$ cat src/rtl/muldiv_sequencer.sv
// rtl/muldiv_sequencer.sv - iterative HI/LO multiply/divide sequencer
// One shift-add or restoring shift-subtract step per cycle; sign fix-up in a final cycle.
module muldiv_sequencer #(
  parameter int XLEN = 32
) (
  input  logic            clk,
  input  logic            reset,
  input  logic            op_valid,
  input  logic [2:0]      op_code,
  input  logic [XLEN-1:0] rs_val,
  input  logic [XLEN-1:0] rt_val,
  input  logic            rd_req,
  input  logic            flush,
  output logic            busy,
  output logic            stall,
  output logic            done,
  output logic [XLEN-1:0] hi_out,
  output logic [XLEN-1:0] lo_out
);

  typedef enum logic [1:0] {IDLE = 2'd0, RUN = 2'd1, FIX = 2'd2} state_t;

  state_t            state, state_next;
  logic [4:0]        count;
  logic              is_div, neg_q, neg_r, div_zero;
  logic [XLEN-1:0]   opnd_b, rs_orig;
  logic [2*XLEN-1:0] acc, mul_next, div_next, prod_fix;
  logic [XLEN:0]     add_sum, rem_shift, sub_diff;
  logic [XLEN-1:0]   rs_mag, rt_mag, quo_fix, rem_fix;
  logic              sgn_op, accept, move;

  assign busy   = (state != IDLE);
  assign stall  = busy & ((op_valid & ~flush) | rd_req);
  assign accept = op_valid & ~flush & ~stall & (state == IDLE) & ~op_code[2];
  assign move   = op_valid & ~flush & (state == IDLE) & op_code[2] & ~op_code[1];

  // Even op codes (MULT, DIV) are the signed flavours.
  assign sgn_op = ~op_code[0];
  assign rs_mag = (sgn_op & rs_val[XLEN-1]) ? -rs_val : rs_val;
  assign rt_mag = (sgn_op & rt_val[XLEN-1]) ? -rt_val : rt_val;

  // acc holds {partial product, multiplier} or {remainder, dividend/quotient}.
  assign add_sum   = {1'b0, acc[2*XLEN-1:XLEN]} + (acc[0] ? {1'b0, opnd_b} : {(XLEN+1){1'b0}});
  assign mul_next  = {add_sum, acc[XLEN-1:1]};
  assign rem_shift = acc[2*XLEN-1:XLEN-1];
  assign sub_diff  = rem_shift - {1'b0, opnd_b};
  assign div_next  = sub_diff[XLEN] ? {rem_shift[XLEN-1:0], acc[XLEN-2:0], 1'b0}
                                    : {sub_diff[XLEN-1:0], acc[XLEN-2:0], 1'b1};

  assign prod_fix = neg_q ? -acc : acc;
  assign quo_fix  = neg_q ? -acc[XLEN-1:0] : acc[XLEN-1:0];
  assign rem_fix  = neg_r ? -acc[2*XLEN-1:XLEN] : acc[2*XLEN-1:XLEN];

  always_ff @(posedge clk) begin
    if (reset) state <= IDLE;
    else       state <= state_next;
  end

  always_comb begin
    state_next = state;
    done       = 1'b0;
    case (state)
      IDLE: if (accept) state_next = RUN;
      RUN:  if (count == 5'd31) state_next = FIX;
      FIX: begin
        state_next = IDLE;
        done       = ~reset;
      end
      default: state_next = IDLE;
    endcase
  end

  always_ff @(posedge clk) begin
    if (reset) begin
      count    <= 5'd0;
      hi_out   <= '0;
      lo_out   <= '0;
      acc      <= '0;
      opnd_b   <= '0;
      rs_orig  <= '0;
      is_div   <= 1'b0;
      neg_q    <= 1'b0;
      neg_r    <= 1'b0;
      div_zero <= 1'b0;
    end else begin
      if (accept) begin
        is_div   <= op_code[1];
        neg_q    <= sgn_op & (rs_val[XLEN-1] ^ rt_val[XLEN-1]);
        neg_r    <= sgn_op & rs_val[XLEN-1];
        div_zero <= (rt_val == '0);
        rs_orig  <= rs_val;
        opnd_b   <= rt_mag;
        acc      <= {{XLEN{1'b0}}, rs_mag};
        count    <= 5'd0;
      end
      if (state == RUN) begin
        count <= count + 5'd1;
        acc   <= is_div ? div_next : mul_next;
      end
      if (state == FIX) begin
        count <= 5'd0;
        if (!is_div)      {hi_out, lo_out} <= prod_fix;
        else if (div_zero) begin
          hi_out <= rs_orig;
          lo_out <= '1;
        end else begin
          hi_out <= rem_fix;
          lo_out <= quo_fix;
        end
      end
      if (move) begin
        if (op_code[0]) lo_out <= rs_val;
        else            hi_out <= rs_val;
      end
    end
  end

endmodule
$ cat config.mk
export PLATFORM = sky130hd
export DESIGN_NAME = muldiv_sequencer
export DESIGN_NICKNAME = d
export VERILOG_FILES = /design/src/rtl/muldiv_sequencer.sv
export SDC_FILE = /design/constraint.sdc
export NUM_CORES = 1
export LEC_CHECK = 0
export ABC_CLOCK_PERIOD_IN_PS = 3400
export CAP_MARGIN = 20
export CORE_MARGIN = 10
export CORE_UTILIZATION = 55
export CTS_BUF_LIST = sky130_fd_sc_hd__clkbuf_4 sky130_fd_sc_hd__clkbuf_8
export DETAILED_ROUTE_END_ITERATION = 8
export GPL_ROUTABILITY_DRIVEN = 0
export PLACE_DENSITY_LB_ADDON = 0.1
export SLEW_MARGIN = 20
export SYNTH_ARGS = -nofsm -noshare
export SYNTH_HDL_FRONTEND = slang
export SYNTH_SLANG_ARGS = --single-unit
$ cat constraint.sdc
create_clock -name clk -period 3.4 [get_ports clk]
set_clock_uncertainty 0.2 [all_clocks]
set_input_delay 0.34 -clock clk [delete_from_list [all_inputs] [get_ports clk]]
set_output_delay 0.34 -clock clk [all_outputs]
set_load 0.01 [all_outputs]
# Word level (Yosys, flattened, before mapping)
# Cells that the tools add are included.
[classes]
n_addsub = 8
mux = 26
n_eq_ne = 5
n_bitwise = 19
n_reduce_logical = 6
[ops]
columns = ["op", "n"]
rows = [
  ["32-bit 2-to-1 mux", 15],
  ["64-bit 2-to-1 mux", 5],
  ["32-bit negation", 4],
  ["64-bit negation", 1],
  ["32-bit by 32-bit adder with 33-bit output", 1],
  ["33-bit by 32-bit subtractor with 33-bit output", 1],
  ["32-bit logical NOT", 1],
  ["1-bit bitwise AND", 11],
  ["5-bit 2-to-1 mux", 2],
  ["1-bit NOT", 6],
  ["5-bit by 1-bit adder with 5-bit output (second input constant)", 1],
  ["5-bit equality test (second input constant)", 1],
  ["2-bit 2-to-1 mux", 2],
  ["2-bit inequality test (second input constant)", 2],
  ["2-bit case mux with 2 select lines", 1],
  ["2-bit nonzero test", 2],
  ["2-bit by 1-bit equality test with 1-bit output (second input constant)", 1],
  ["2-bit equality test (second input constant)", 1],
  ["2-bit logical NOT", 1],
  ["2-bit AND reduction", 1],
  ["2-bit OR reduction", 1],
  ["1-bit 2-to-1 mux", 1],
  ["1-bit bitwise OR", 1],
  ["1-bit XOR", 1],
]
[totals]
inputBits = 72
regBits = 203
wordCells = 75

# Logic depth before layout (Yosys ltp)
[depth]
word_depth = 10
ltp_mapped = 14
ltp_nobuf = 13

# Worst setup path after synthesis
# Ideal clock, no wire load.
[synth_path]
path_kind = "reg-to-reg"
start = "register acc[32]"
end = "register acc[57]"
t_required_ns = 3.078
path_slack_ns = -0.391
setup_time_ns = 0.122
stages_incl_launch_ff = 13
arrival_time_ns = 3.470
path_cell_list = "dfxtp_1 > clkbuf_1 > inv_1 > fa_1 > nand2b_1 > a211oi_1 > o211ai_1 > o21a_1 > a2111oi_1 > nor3_1 > nor2_1 > mux2_2 > a221o_1"
[synth_between]
elab_chain_cells = 4
elab_cells_between_ends = 5
cone_classes = "add/sub: 2; mux: 3"
[synth_lines]
columns = ["element", "line", "source"]
rows = [
  ["start, declared", "27", "logic [2*XLEN-1:0] acc, mul_next, div_next, prod_fix;"],
  ["start signal, assigned", "93", "acc <= {{XLEN{1'b0}}, rs_mag};"],
  ["start signal, assigned", "98", "acc <= is_div ? div_next : mul_next;"],
  ["33-bit by 32-bit subtractor with 33-bit output", "46", "assign sub_diff = rem_shift - {1'b0, opnd_b};"],
  ["64-bit 2-to-1 mux", "47", "assign div_next = sub_diff[XLEN] ? {rem_shift[XLEN-1:0], acc[XLEN-2:0], 1'b0}"],
  ["64-bit 2-to-1 mux (*)", "98", ""],
  ["64-bit 2-to-1 mux (*)", "96", "if (state == RUN) begin"],
]
# Mark *: on every way between the ends. The rest lies on a longest branch, timed or not.
# A chain may end at the register's enable or synchronous reset.

# Final worst setup path
[layout_path]
start = "register acc[31]"
end = "register acc[57]"
[layout_between]
elab_chain_cells = 4
[layout_lines]
columns = ["element", "line"]
rows = [
  ["33-bit by 32-bit subtractor with 33-bit output", "46"],
  ["64-bit 2-to-1 mux", "47"],
  ["64-bit 2-to-1 mux", "98"],
  ["64-bit 2-to-1 mux", "96"],
]
# No other way between the ends.

==> results by group <==
STA
  – Min Tclk post-route: 3.40 ns
  – Final WS setup: 0.00139 ns
  – Fmax: 294 MHz
  – Slew Limit Fails: 0
  – Final Hold Fails: 0
  – Least-Margin Pin Slew: 1.04 ns
  – Final setup vio count: 0
  – RSZ-0062 raised after global routing: true
  – Final worst-path cycle share: 100%
  – Final hold slack: 0.255 ns
  – Rel. slew slack: 30.8%

Global route
  – First-pass GRT wire length: 92000 um
  – GR Overflow Total: 0
  – Largest net degree at the start of global routing: 148
  – Vias in the first global route: 17000
  – Initial antenna violation count: 0
  – GR Util All Layers: 31.1%

Clock tree
  – Clk Latency, worst-skew pair: 0.57 ns
  – Clk slew on worst S/H paths: 0.06 ns
  – Root buf cell: clkbuf_8
  – CTS buffer count: 39
  – CTS tree: done
  – Sinks on Clock Net: 203
  – Clk buf depth: 3
  – Depth of the CTS H-tree: 2

Cells and area
  – # fillers: 2442
  – Nets@finish: 2559
  – Storage element area: 4080 um2
  – Layout cells sized above 1: 14.9%
  – Fin util: 70.1%
  – Synth-to-Final Area Change: 25.6%
  – Finished Layout Cells: 2828
  – Multi-input logic area: 11300 um2
  – Inserted Diodes: 0

Synthesis
  – Prevailing post-synth register cell: dfxtp_1
  – Asr flop ratio synth: 0%
  – #FFs+latches synth: 203
  – Synthesized Nets: 2339
  – Mapped Cells: 2195
  – Mapped cell area: 16100 um2
  – Synth warnings: 0
  – Syn_area_per_cell: 7.32 um2
  – Largest area contributor in the netlist: dfxtp_1
  – Synth unique cells: 77
  – Top cell type's share of synthesized area: 25.3%
  – Register area share after synthesis: 25.3%
  – EDFF count, synth: 0
  – Area contributors post-synth: dfxtp_1 25%, a21oi_1 6.1%, xnor2_1 5.8%, ha_1 5.5%, nand2_1 5.2%

Power
  – Max IR drop VDD: 438 uV
  – Power Dens Cells: 341 nW/um2
  – Total power: 0.00688 W
  – LEAKAGE: 7.74 nW

Floorplanning
  – IO Count: 139
  – Die area: 36400 um2
  – Die width: 191 um
  – Rows: 62
  – Die Ht: 191 um
  – Initial Util: 55.8%
  – Core Footprint: 28800 um2

Drt
  – Drt drc: 0
  – Starting DRC count in detailed routing: 1723
  – First-pass DRT Iterations: 5
  – WL/cell: 21.0 um
  – ANT nets after route: 0
  – Via density: 6.36
  – Via count: 18000
  – Total Wirelength: 59300 um

Setup path
  – Max Fanout on Critical Path: 4
  – Worst EP arrival: 3.62 ns
  – R2R setup slack: 0.001 ns
  – WS Path Type: reg2reg
  – Worst Setup Start Kind: register
  – CP required: 3.63 ns
  – Crit path capture type: register

Status
  – Outcome: finished, final reports clean

Place
  – Setup WS pre-CTS: -0.290 ns
  – Placed cells: 2746
  – # port buffers: 138
  – DP HPWL: 43900 um

Job
  – Total of max-cap violations: 0

Hold path
  – Worst Hold Class: reg2reg
area by class of cell:
cell class                 count  share of cell area [%]
clock buffer                  64                    4.03
clock inverter                 6                   0.440
inverter                      65                    1.23
multi-input combinational   1743                    56.1
sequential                   203                    20.2
tap                          384                    2.38
timing repair buffer         363                    15.6
sequential cells by signal, summed over array words and instances, names as in the netlist:
register  cells
div_zero      1
neg_r         1
is_div        1
state         2
rs_orig      32
opnd_b       32
hi_out       32
neg_q         1
lo_out       32
count         5
acc          64
where the power goes:
part           internal (W)  switching (W)  total, W
registers           0.00246      0.0000791   0.00254
clock network       0.00166        0.00115   0.00282
logic              0.000654       0.000874   0.00153
placed cells by master (no fill, tap or decap), drive strengths merged, types with 14 or more instances in the layout:
cell and instances:
nand2b 23, a31oi 26, nand2 225, o211ai 19, a22oi 17, xnor2 106, a211oi 111, o21ai 141
nor3 50, or3 29, o31ai 27, a21o 27, clkdlybuf4s50 137, nand3 62, nor2 220, or2 14
a21oi 196, inv 66, nor4 19, o21a 14, ha 70, o221ai 24, nor2b 19, buf 225
clkbuf 64, nand4 14, or4 19, xor2 73, dfxtp 203, mux2i 61
synthesized netlist by cell type, drive strengths merged, types with 8 or more instances:
master,count
inv,65
a221o,11
mux2i,61
xor2,73
nor3,50
nor2,220
ha,70
a21o,27
o21a,14
clkbuf,170
o211ai,19
a22oi,17
a311oi,11
or4,19
o41ai,13
nor4,19
or2,14
xnor2,106
o21ai,141
nand2b,23
dfxtp,203
nand2,224
a31oi,26
and2,8
or3,29
nand3,62
o31ai,27
a211oi,111
nand4,14
a21oi,196
nor2b,19
and3,12
buf,15
o221ai,24
per-stage QoR:
stage / instance area [um2] / setup TNS [ns]
5_1_grt: 20200 / -0.892
3_3_place_gp: 19000 / -1.04
2_1_floorplan: 16100 / -0.0650
3_5_place_dp: 19000 / -4.32
4_1_cts: 20000 / 0
6_report: 20200 / 0
what timing repair did:
item / CTS / global route
buffers inserted: 4 / 7
resized for setup: 20 / 38
setup endpoints to repair: 32 / 32
hold endpoints to repair: 20 / 0
gates cloned: 1 / 0
hold buffers: 1 / 0
pin swaps: 8 / 20
kinds of logic (layout without fill, tap and decap cells):
family,Yosys count,count (layout),synth area share (%)
flip-flops,203,203,25.3
AND/OR/NAND/NOR,733,734,21.3
adder cells (fa/ha/maj),72,72,5.70
XOR/XNOR,179,179,9.76
multiplexers,63,63,3.94
AO/OA/AOI/OAI,695,695,28.0
buffers and inverters,250,498,5.94
routing by layer:
layer	global-route usage (%)	vias to the layer above	wire [um]
li1	-	8420	-
met1	37.6	8471	23300
met2	50.4	905	26900
met3	4.25	201	4970
met4	21.1	0	4170
met5	0	-	0
worst paths after layout:
| path | cells past startpoint | start | endpoint |
|---|---|---|---|
| setup / recovery | 12 | acc[31] | acc[57] |
| hold / removal | 2 | rs_orig[0] | rs_orig[0] |
| setup reg to reg | 12 | acc[31] | acc[57] |
| hold reg to reg | 2 | rs_orig[0] | rs_orig[0] |
critical path, stage by stage (launching register included):
cell      delay (ns)
dfxtp_2         0.34
inv_2           0.05
ha_4            0.15
fa_2            0.35
nand2b_4        0.17
a211oi_4        0.23
o211ai_1        0.14
o21a_2          0.27
a2111o_1        0.47
a21oi_2         0.23
nor2_4          0.09
mux2_4          0.31
a221o_1         0.29
(Power assumes the default switching activity.)
